`config.mk`:
```
export PLATFORM = sky130hd
export DESIGN_NAME = mesh_endpoint_flat
export DESIGN_NICKNAME = d
export VERILOG_FILES = /design/src/rtl/mesh_endpoint_if.sv /design/src/rtl/mesh_endpoint.sv /design/src/flat_wrapper.sv
export SDC_FILE = /design/constraint.sdc
export NUM_CORES = 1
export LEC_CHECK = 0
export CORE_UTILIZATION = 45
export CTS_CLUSTER_SIZE = 25
export DETAILED_ROUTE_END_ITERATION = 12
export GPL_TIMING_DRIVEN = 0
export PLACE_DENSITY = 0.73
export SKIP_LAST_GASP = 1
export SLEW_MARGIN = 30
export SYNTH_ARGS = -nofsm -noshare
export SYNTH_HDL_FRONTEND = slang
export SYNTH_SLANG_ARGS = --single-unit
```
`constraint.sdc`:
```
create_clock -name clk -period 2.4 [get_ports clk]
set_input_delay 0.72 -clock clk [delete_from_list [all_inputs] [get_ports clk]]
set_output_delay 0.72 -clock clk [all_outputs]
set_load 0.01 [all_outputs]
```
`src/rtl/mesh_endpoint_if.sv`:
```
// Bundles the mesh link and host-side handshake signals of a mesh terminal.
// The slave view belongs to the endpoint; the master view drives it.
interface mesh_endpoint_if #(
    parameter int pckg_sz = 40
);
    // Mesh side
    logic               pndng_i_in;
    logic [pckg_sz-1:0] data_out_i_in;
    logic               popin;
    logic               pndng;
    logic [pckg_sz-1:0] data_out;
    logic               pop;

    // Host transmit side
    logic                tx_valid;
    logic                tx_ready;
    logic [3:0]          tx_row;
    logic [3:0]          tx_col;
    logic                tx_mode;
    logic [pckg_sz-18:0] tx_payload;

    // Host receive side
    logic               rx_valid;
    logic [pckg_sz-1:0] rx_data;
    logic               rx_misroute;
    logic               rx_ready;

    modport slave (
        output pndng_i_in, data_out_i_in, pop,
        input  popin, pndng, data_out,
        input  tx_valid, tx_row, tx_col, tx_mode, tx_payload,
        output tx_ready,
        output rx_valid, rx_data, rx_misroute,
        input  rx_ready
    );

    modport master (
        input  pndng_i_in, data_out_i_in, pop,
        output popin, pndng, data_out,
        output tx_valid, tx_row, tx_col, tx_mode, tx_payload,
        input  tx_ready,
        input  rx_valid, rx_data, rx_misroute,
        output rx_ready
    );
endinterface

```
`src/rtl/mesh_endpoint.sv`:
```
// Mesh terminal endpoint: formats host packets into a TX FIFO offered to the
// mesh, and pulls mesh packets one at a time into a single-entry RX holding
// register with address checking and saturating traffic counters.
module mesh_endpoint #(
    parameter int pckg_sz    = 40,
    parameter int fifo_depth = 4,
    parameter int ROW_ID     = 0,
    parameter int COL_ID     = 1
) (
    input  logic                 clk,
    input  logic                 reset,
    mesh_endpoint_if.slave       bus,
    output logic [15:0]          tx_count,
    output logic [15:0]          rx_count,
    output logic [15:0]          rx_err
);

    localparam int PTR_W = (fifo_depth > 1) ? $clog2(fifo_depth) : 1;
    localparam int CNT_W = $clog2(fifo_depth + 1);
    localparam logic [7:0] MY_ADDR = {ROW_ID[3:0], COL_ID[3:0]};

    typedef enum logic {
        RX_IDLE,
        RX_FULL
    } rx_state_t;

    // Saturating 16-bit increment shared by all traffic counters.
    function automatic logic [15:0] sat_inc(input logic [15:0] v);
        return (v == 16'hFFFF) ? v : v + 16'd1;
    endfunction

    // Pointer advance with wrap at fifo_depth (depth need not be a power of 2).
    function automatic logic [PTR_W-1:0] ptr_next(input logic [PTR_W-1:0] p);
        return (p == PTR_W'(fifo_depth - 1)) ? '0 : p + PTR_W'(1);
    endfunction

    // ---------------- TX FIFO ----------------
    logic [pckg_sz-1:0] mem_q [fifo_depth];
    logic [PTR_W-1:0]   wr_ptr_q, wr_ptr_d;
    logic [PTR_W-1:0]   rd_ptr_q, rd_ptr_d;
    logic [CNT_W-1:0]   cnt_q, cnt_d;
    logic               full, empty, push, tx_pop;
    logic [pckg_sz-1:0] tx_pkt;

    assign full   = (cnt_q == CNT_W'(fifo_depth));
    assign empty  = (cnt_q == '0);
    assign push   = bus.tx_valid && !full;
    assign tx_pop = bus.popin && !empty;
    assign tx_pkt = {8'h00, bus.tx_row, bus.tx_col, bus.tx_mode, bus.tx_payload};

    assign bus.tx_ready      = !full;
    assign bus.pndng_i_in    = !empty;
    assign bus.data_out_i_in = mem_q[rd_ptr_q];

    // Next FIFO pointers and occupancy from the push/pop pair.
    always_comb begin
        wr_ptr_d = wr_ptr_q;
        rd_ptr_d = rd_ptr_q;
        cnt_d    = cnt_q;
        if (push)
            wr_ptr_d = ptr_next(wr_ptr_q);
        if (tx_pop)
            rd_ptr_d = ptr_next(rd_ptr_q);
        case ({push, tx_pop})
            2'b10:   cnt_d = cnt_q + CNT_W'(1);
            2'b01:   cnt_d = cnt_q - CNT_W'(1);
            default: cnt_d = cnt_q;
        endcase
    end

    // FIFO control state; reset empties the queue.
    always_ff @(posedge clk or negedge reset) begin
        if (!reset) begin
            wr_ptr_q <= '0;
            rd_ptr_q <= '0;
            cnt_q    <= '0;
        end else begin
            wr_ptr_q <= wr_ptr_d;
            rd_ptr_q <= rd_ptr_d;
            cnt_q    <= cnt_d;
        end
    end

    // FIFO storage; contents are meaningless while empty, so no reset.
    always_ff @(posedge clk) begin
        if (push)
            mem_q[wr_ptr_q] <= tx_pkt;
    end

    // ---------------- RX holding register ----------------
    rx_state_t          state_q, state_d;
    logic [pckg_sz-1:0] rx_data_q;
    logic               mis_q;
    logic               capture;
    logic               mis_now;

    assign mis_now = (bus.data_out[pckg_sz-9:pckg_sz-16] != MY_ADDR);

    // RX next state; pop is gated by reset so it drops immediately.
    always_comb begin
        state_d = state_q;
        capture = 1'b0;
        case (state_q)
            RX_IDLE: begin
                capture = bus.pndng && reset;
                if (bus.pndng)
                    state_d = RX_FULL;
            end
            RX_FULL: begin
                if (bus.rx_ready)
                    state_d = RX_IDLE;
            end
            default: state_d = RX_IDLE;
        endcase
    end

    assign bus.pop         = capture;
    assign bus.rx_valid    = (state_q == RX_FULL);
    assign bus.rx_data     = rx_data_q;
    assign bus.rx_misroute = (state_q == RX_FULL) && mis_q;

    // RX state, captured packet and its misroute flag.
    always_ff @(posedge clk or negedge reset) begin
        if (!reset) begin
            state_q   <= RX_IDLE;
            rx_data_q <= '0;
            mis_q     <= 1'b0;
        end else begin
            state_q <= state_d;
            if (capture) begin
                rx_data_q <= bus.data_out;
                mis_q     <= mis_now;
            end
        end
    end

    // ---------------- Counters ----------------
    logic [15:0] tx_count_q, rx_count_q, rx_err_q;

    // Saturating traffic counters.
    always_ff @(posedge clk or negedge reset) begin
        if (!reset) begin
            tx_count_q <= '0;
            rx_count_q <= '0;
            rx_err_q   <= '0;
        end else begin
            if (tx_pop)
                tx_count_q <= sat_inc(tx_count_q);
            if (capture)
                rx_count_q <= sat_inc(rx_count_q);
            if (capture && mis_now)
                rx_err_q <= sat_inc(rx_err_q);
        end
    end

    assign tx_count = tx_count_q;
    assign rx_count = rx_count_q;
    assign rx_err   = rx_err_q;

endmodule

```
`src/flat_wrapper.sv`:
```
// flat-port wrapper written by rule: the top's interface ports become plain ports
module mesh_endpoint_flat 
#(
    parameter int pckg_sz    = 40,
    parameter int fifo_depth = 4,
    parameter int ROW_ID     = 0,
    parameter int COL_ID     = 1
)
  (clk, reset, tx_count, rx_count, rx_err, bus_pndng_i_in, bus_data_out_i_in, bus_pop, bus_popin, bus_pndng, bus_data_out, bus_tx_valid, bus_tx_row, bus_tx_col, bus_tx_mode, bus_tx_payload, bus_tx_ready, bus_rx_valid, bus_rx_data, bus_rx_misroute, bus_rx_ready);
  mesh_endpoint_if #(.pckg_sz(pckg_sz)) bus_i ();
  input  logic clk;
  input  logic reset;
  output logic [15:0] tx_count;
  output logic [15:0] rx_count;
  output logic [15:0] rx_err;
  output wire logic [$bits(bus_i.pndng_i_in)-1:0] bus_pndng_i_in;
  output wire logic [$bits(bus_i.data_out_i_in)-1:0] bus_data_out_i_in;
  output wire logic [$bits(bus_i.pop)-1:0] bus_pop;
  input wire logic [$bits(bus_i.popin)-1:0] bus_popin;
  input wire logic [$bits(bus_i.pndng)-1:0] bus_pndng;
  input wire logic [$bits(bus_i.data_out)-1:0] bus_data_out;
  input wire logic [$bits(bus_i.tx_valid)-1:0] bus_tx_valid;
  input wire logic [$bits(bus_i.tx_row)-1:0] bus_tx_row;
  input wire logic [$bits(bus_i.tx_col)-1:0] bus_tx_col;
  input wire logic [$bits(bus_i.tx_mode)-1:0] bus_tx_mode;
  input wire logic [$bits(bus_i.tx_payload)-1:0] bus_tx_payload;
  output wire logic [$bits(bus_i.tx_ready)-1:0] bus_tx_ready;
  output wire logic [$bits(bus_i.rx_valid)-1:0] bus_rx_valid;
  output wire logic [$bits(bus_i.rx_data)-1:0] bus_rx_data;
  output wire logic [$bits(bus_i.rx_misroute)-1:0] bus_rx_misroute;
  input wire logic [$bits(bus_i.rx_ready)-1:0] bus_rx_ready;
  assign bus_pndng_i_in = bus_i.pndng_i_in;
  assign bus_data_out_i_in = bus_i.data_out_i_in;
  assign bus_pop = bus_i.pop;
  assign bus_i.popin = bus_popin;
  assign bus_i.pndng = bus_pndng;
  assign bus_i.data_out = bus_data_out;
  assign bus_i.tx_valid = bus_tx_valid;
  assign bus_i.tx_row = bus_tx_row;
  assign bus_i.tx_col = bus_tx_col;
  assign bus_i.tx_mode = bus_tx_mode;
  assign bus_i.tx_payload = bus_tx_payload;
  assign bus_tx_ready = bus_i.tx_ready;
  assign bus_rx_valid = bus_i.rx_valid;
  assign bus_rx_data = bus_i.rx_data;
  assign bus_rx_misroute = bus_i.rx_misroute;
  assign bus_i.rx_ready = bus_rx_ready;
  mesh_endpoint #(.pckg_sz(pckg_sz), .fifo_depth(fifo_depth), .ROW_ID(ROW_ID), .COL_ID(COL_ID)) u_core (.clk(clk), .reset(reset), .bus(bus_i), .tx_count(tx_count), .rx_count(rx_count), .rx_err(rx_err));
endmodule
```
==> run summary <==
critical path peak fanout = 6
Antenna Violating Nets Remaining = 0
H-Tree Depth = 1
clk_lat worst skew = 0.51 ns
most frequent cells in the layout = 164 x clkdlybuf4s50_1, 140 x nand2_1, 128 x edfxtp_1, 95 x dfrtp_1, 32 x mux4_2
Peak VDD IR = 729 µV
fin crit period = 2.69 ns
DRC viols = 0
Final Net Count = 952
total power draw = 13.9 mW
CP Class = flop to output port
Yosys Warn Count = 0
Seq cells post-synth = 225
# IOs = 211
Syn-to-layout area delta = 40.8%
Worst-path clk slew = 0.06 ns
Slew headroom = 57.4%
Max Cap Viol = 0
Post-synth EDFFs = 128
layout cells sized above 1 = 19.3%
sequential standard cell area = 0.00627 mm²
Yosys top cell area share = 42.4%
Worst R2R Setup Slack = 0.36 ns
final worst slack = -0.288 ns
synth top area cells = edfxtp_1 42%, dfrtp_1 27%, mux4_2 8.0%
reg2reg start = u_core.rx_err[0]$_DFFE_PN0P_
Die Y = 144 µm
outcome = finished with violations
Worst Reg-to-Reg Cells = 6
via count = 5732
clock skew = 0.0191 ns
vias per cell = 5.00
Post-synth ARST share = 43.1%
Mapped Area = 0.00906 mm²
ys flop type = edfxtp_1
Setup TNS = -7.32 ns
worst slack, placed = -1.06 ns
Initial Utilization = 46.2%
PortBufs = 202
Syn Area/Cell = 14.8 µm²
Least-Margin Pin Slew = 0.630 ns
final setup violation count = 32
most common cell after layout, fill and taps aside = clkdlybuf4s50_1
CP Launch Type = flop
RSZ-0062 raised after global routing = yes
first-pass GRT wire length = 31.6 mm
per-cell routed wire length = 18.2 µm
initial antenna violation count = 0
failing checks = negative setup slack
Syn Inst Count = 611
type of the worst min-delay path = input port to asynchronous set/reset pin
# clock sinks = 225
gr ovfl total = 0
Worst Setup End Kind = output port
CTS tree = done
n_diodes = 0
Critical Path AT = 1.97 ns
# fillers = 1422
final hold vios = 0
Yosys top cell by area = edfxtp_1
gr usage total = 20.0%
sequential area share after synthesis = 69.2%
Crit path required time = 1.68 ns
max-slew violation count = 0
area of the multi-input gates = 0.00261 mm²
Die Area = 0.0207 mm²
total CTS buffers = 24
R2R Path End = u_core.rx_err[1]$_DFFE_PN0P_
initial drt markers = 244
area of the core = 0.0196 mm²
Distinct cells, synth = 48
drt pass-1 iters = 4
Root Driver = clkbuf_16
gpl congestion = 0.772
largest net degree at the start of global routing = 37
fin cells = 1146
fin crit share = 112%
leakage dissipation = 5.22 nW
Final Routed Wirelength = 20.9 mm
vias in the first global route = 5913
detailed placement HPWL = 13.6 mm
die width = 144 µm
row cnt = 51
CTS max path bufs = 3
pwr dens = 1090 mW/mm²
placed insts = 1090
Max Clk Rate = 372 MHz
## area by class of cell
class                           count  share of cell area (%)
Sequential cell                   225                    49.2
Multi-Input combinational cell    351                    20.5
Timing Repair Buffer              223                    18.9
Clock buffer                       30                    4.96
Tap cell                          265                    2.60
Clock inverter                     13                    1.82
Buffer                             23                    1.45
Inverter                           16                   0.569
## timing repair
action / CTS / global route
buffers inserted: 7 / 5
resized for setup: 171 / 31
endpoints found under the setup margin: 35 / 34
hold buffers: 0 / 1
cloned: 3 / 3
hold endpoints to repair: 0 / 2
## per-stage QoR
| step | hold WS [ns] | utilization, % | area, µm² |
|---|---|---|---|
| CTS | 0.0441 | 64.2 | 12600 |
| global route | 0.00874 | 65.1 | 12800 |
| global placement | 0.459 | 58.4 | 11400 |
| detailed placement | 0.461 | 59.1 | 11600 |
| floorplan | 0.424 | - | 9080 |
| finish | 0.0312 | 65.1 | 12800 |
## worst max path at each step
stage | from | to | cells past startpoint
floorplan | u_core.rd_ptr_q[0]$_DFFE_PN0P_ | bus_data_out_i_in[10] | 3
global placement | reset | bus_pop | 5
detailed placement | reset | bus_pop | 6
CTS | u_core.rd_ptr_q[0]$_DFFE_PN0P_ | bus_data_out_i_in[26] | 5
global route | u_core.rd_ptr_q[0]$_DFFE_PN0P_ | bus_data_out_i_in[28] | 5
finish | u_core.rd_ptr_q[0]$_DFFE_PN0P_ | bus_data_out_i_in[28] | 5
## kinds of logic (layout without fill, tap and decap cells)
family          Yosys count  count (layout)  share of synthesized area [%]
compound gates           17              17                           1.59
xor+xnor                 40              40                           3.87
fa+ha+maj                10              10                           1.46
buf+inv                  42             305                           2.25
flops                   225             225                           69.2
mux                      40              40                           8.98
other cells               1               8                         0.0414
simple gates            236             236                           12.6
## Yosys cell counts (3+ instances only)
cell type    n
a21o_1       4
a21oi_1      6
and2_1       3
and3_1       9
and4_1       5
buf_2        4
buf_4        9
clkbuf_1    12
dfrtp_1     97
edfxtp_1   128
ha_1         9
inv_1       15
mux2_2       6
mux4_2      32
nand2_1    140
nand3_1     17
nand4_1      8
nor2_1      23
nor3_1       3
nor3_2       3
nor4_1       5
or2_2        3
or3_1        3
xnor2_1     18
xor2_1      22
## layer usage
layer	share of wire (%)	vias to the layer above	track usage [%]
met1	39	2841	24.3
li1	-	2677	-
met2	51	187	34.7
met5	0	-	0
met4	1.7	0	4.42
met3	8.0	27	6.50
## state kept, by name (all words and copies together) (netlist names)
name	count
u_core.bus.rx_valid	1
u_core.rx_err	16
u_core.rd_ptr_q	2
u_core.tx_count	16
u_core.cnt_q	3
u_core.bus.rx_data	40
u_core.mis_q	1
u_core.wr_ptr_q	2
u_core.rx_count	16
u_core.mem_q	128
## worst max-delay path, stage by stage, from the launching register on
cell and delay [ns]:
dfrtp_1 0.38, buf_6 0.15, buf_6 0.13, buf_12 0.13, mux4_2 0.53, buf_6 0.15
## report_power, final
group	internal, mW	leakage, nW	total, mW	switching [mW]
Clock	2.52	0.420	3.99	1.47
Combinational	2.51	2.41	4.48	1.97
Sequential	4.95	2.40	5.43	0.474
(Power assumes the default switching activity.)
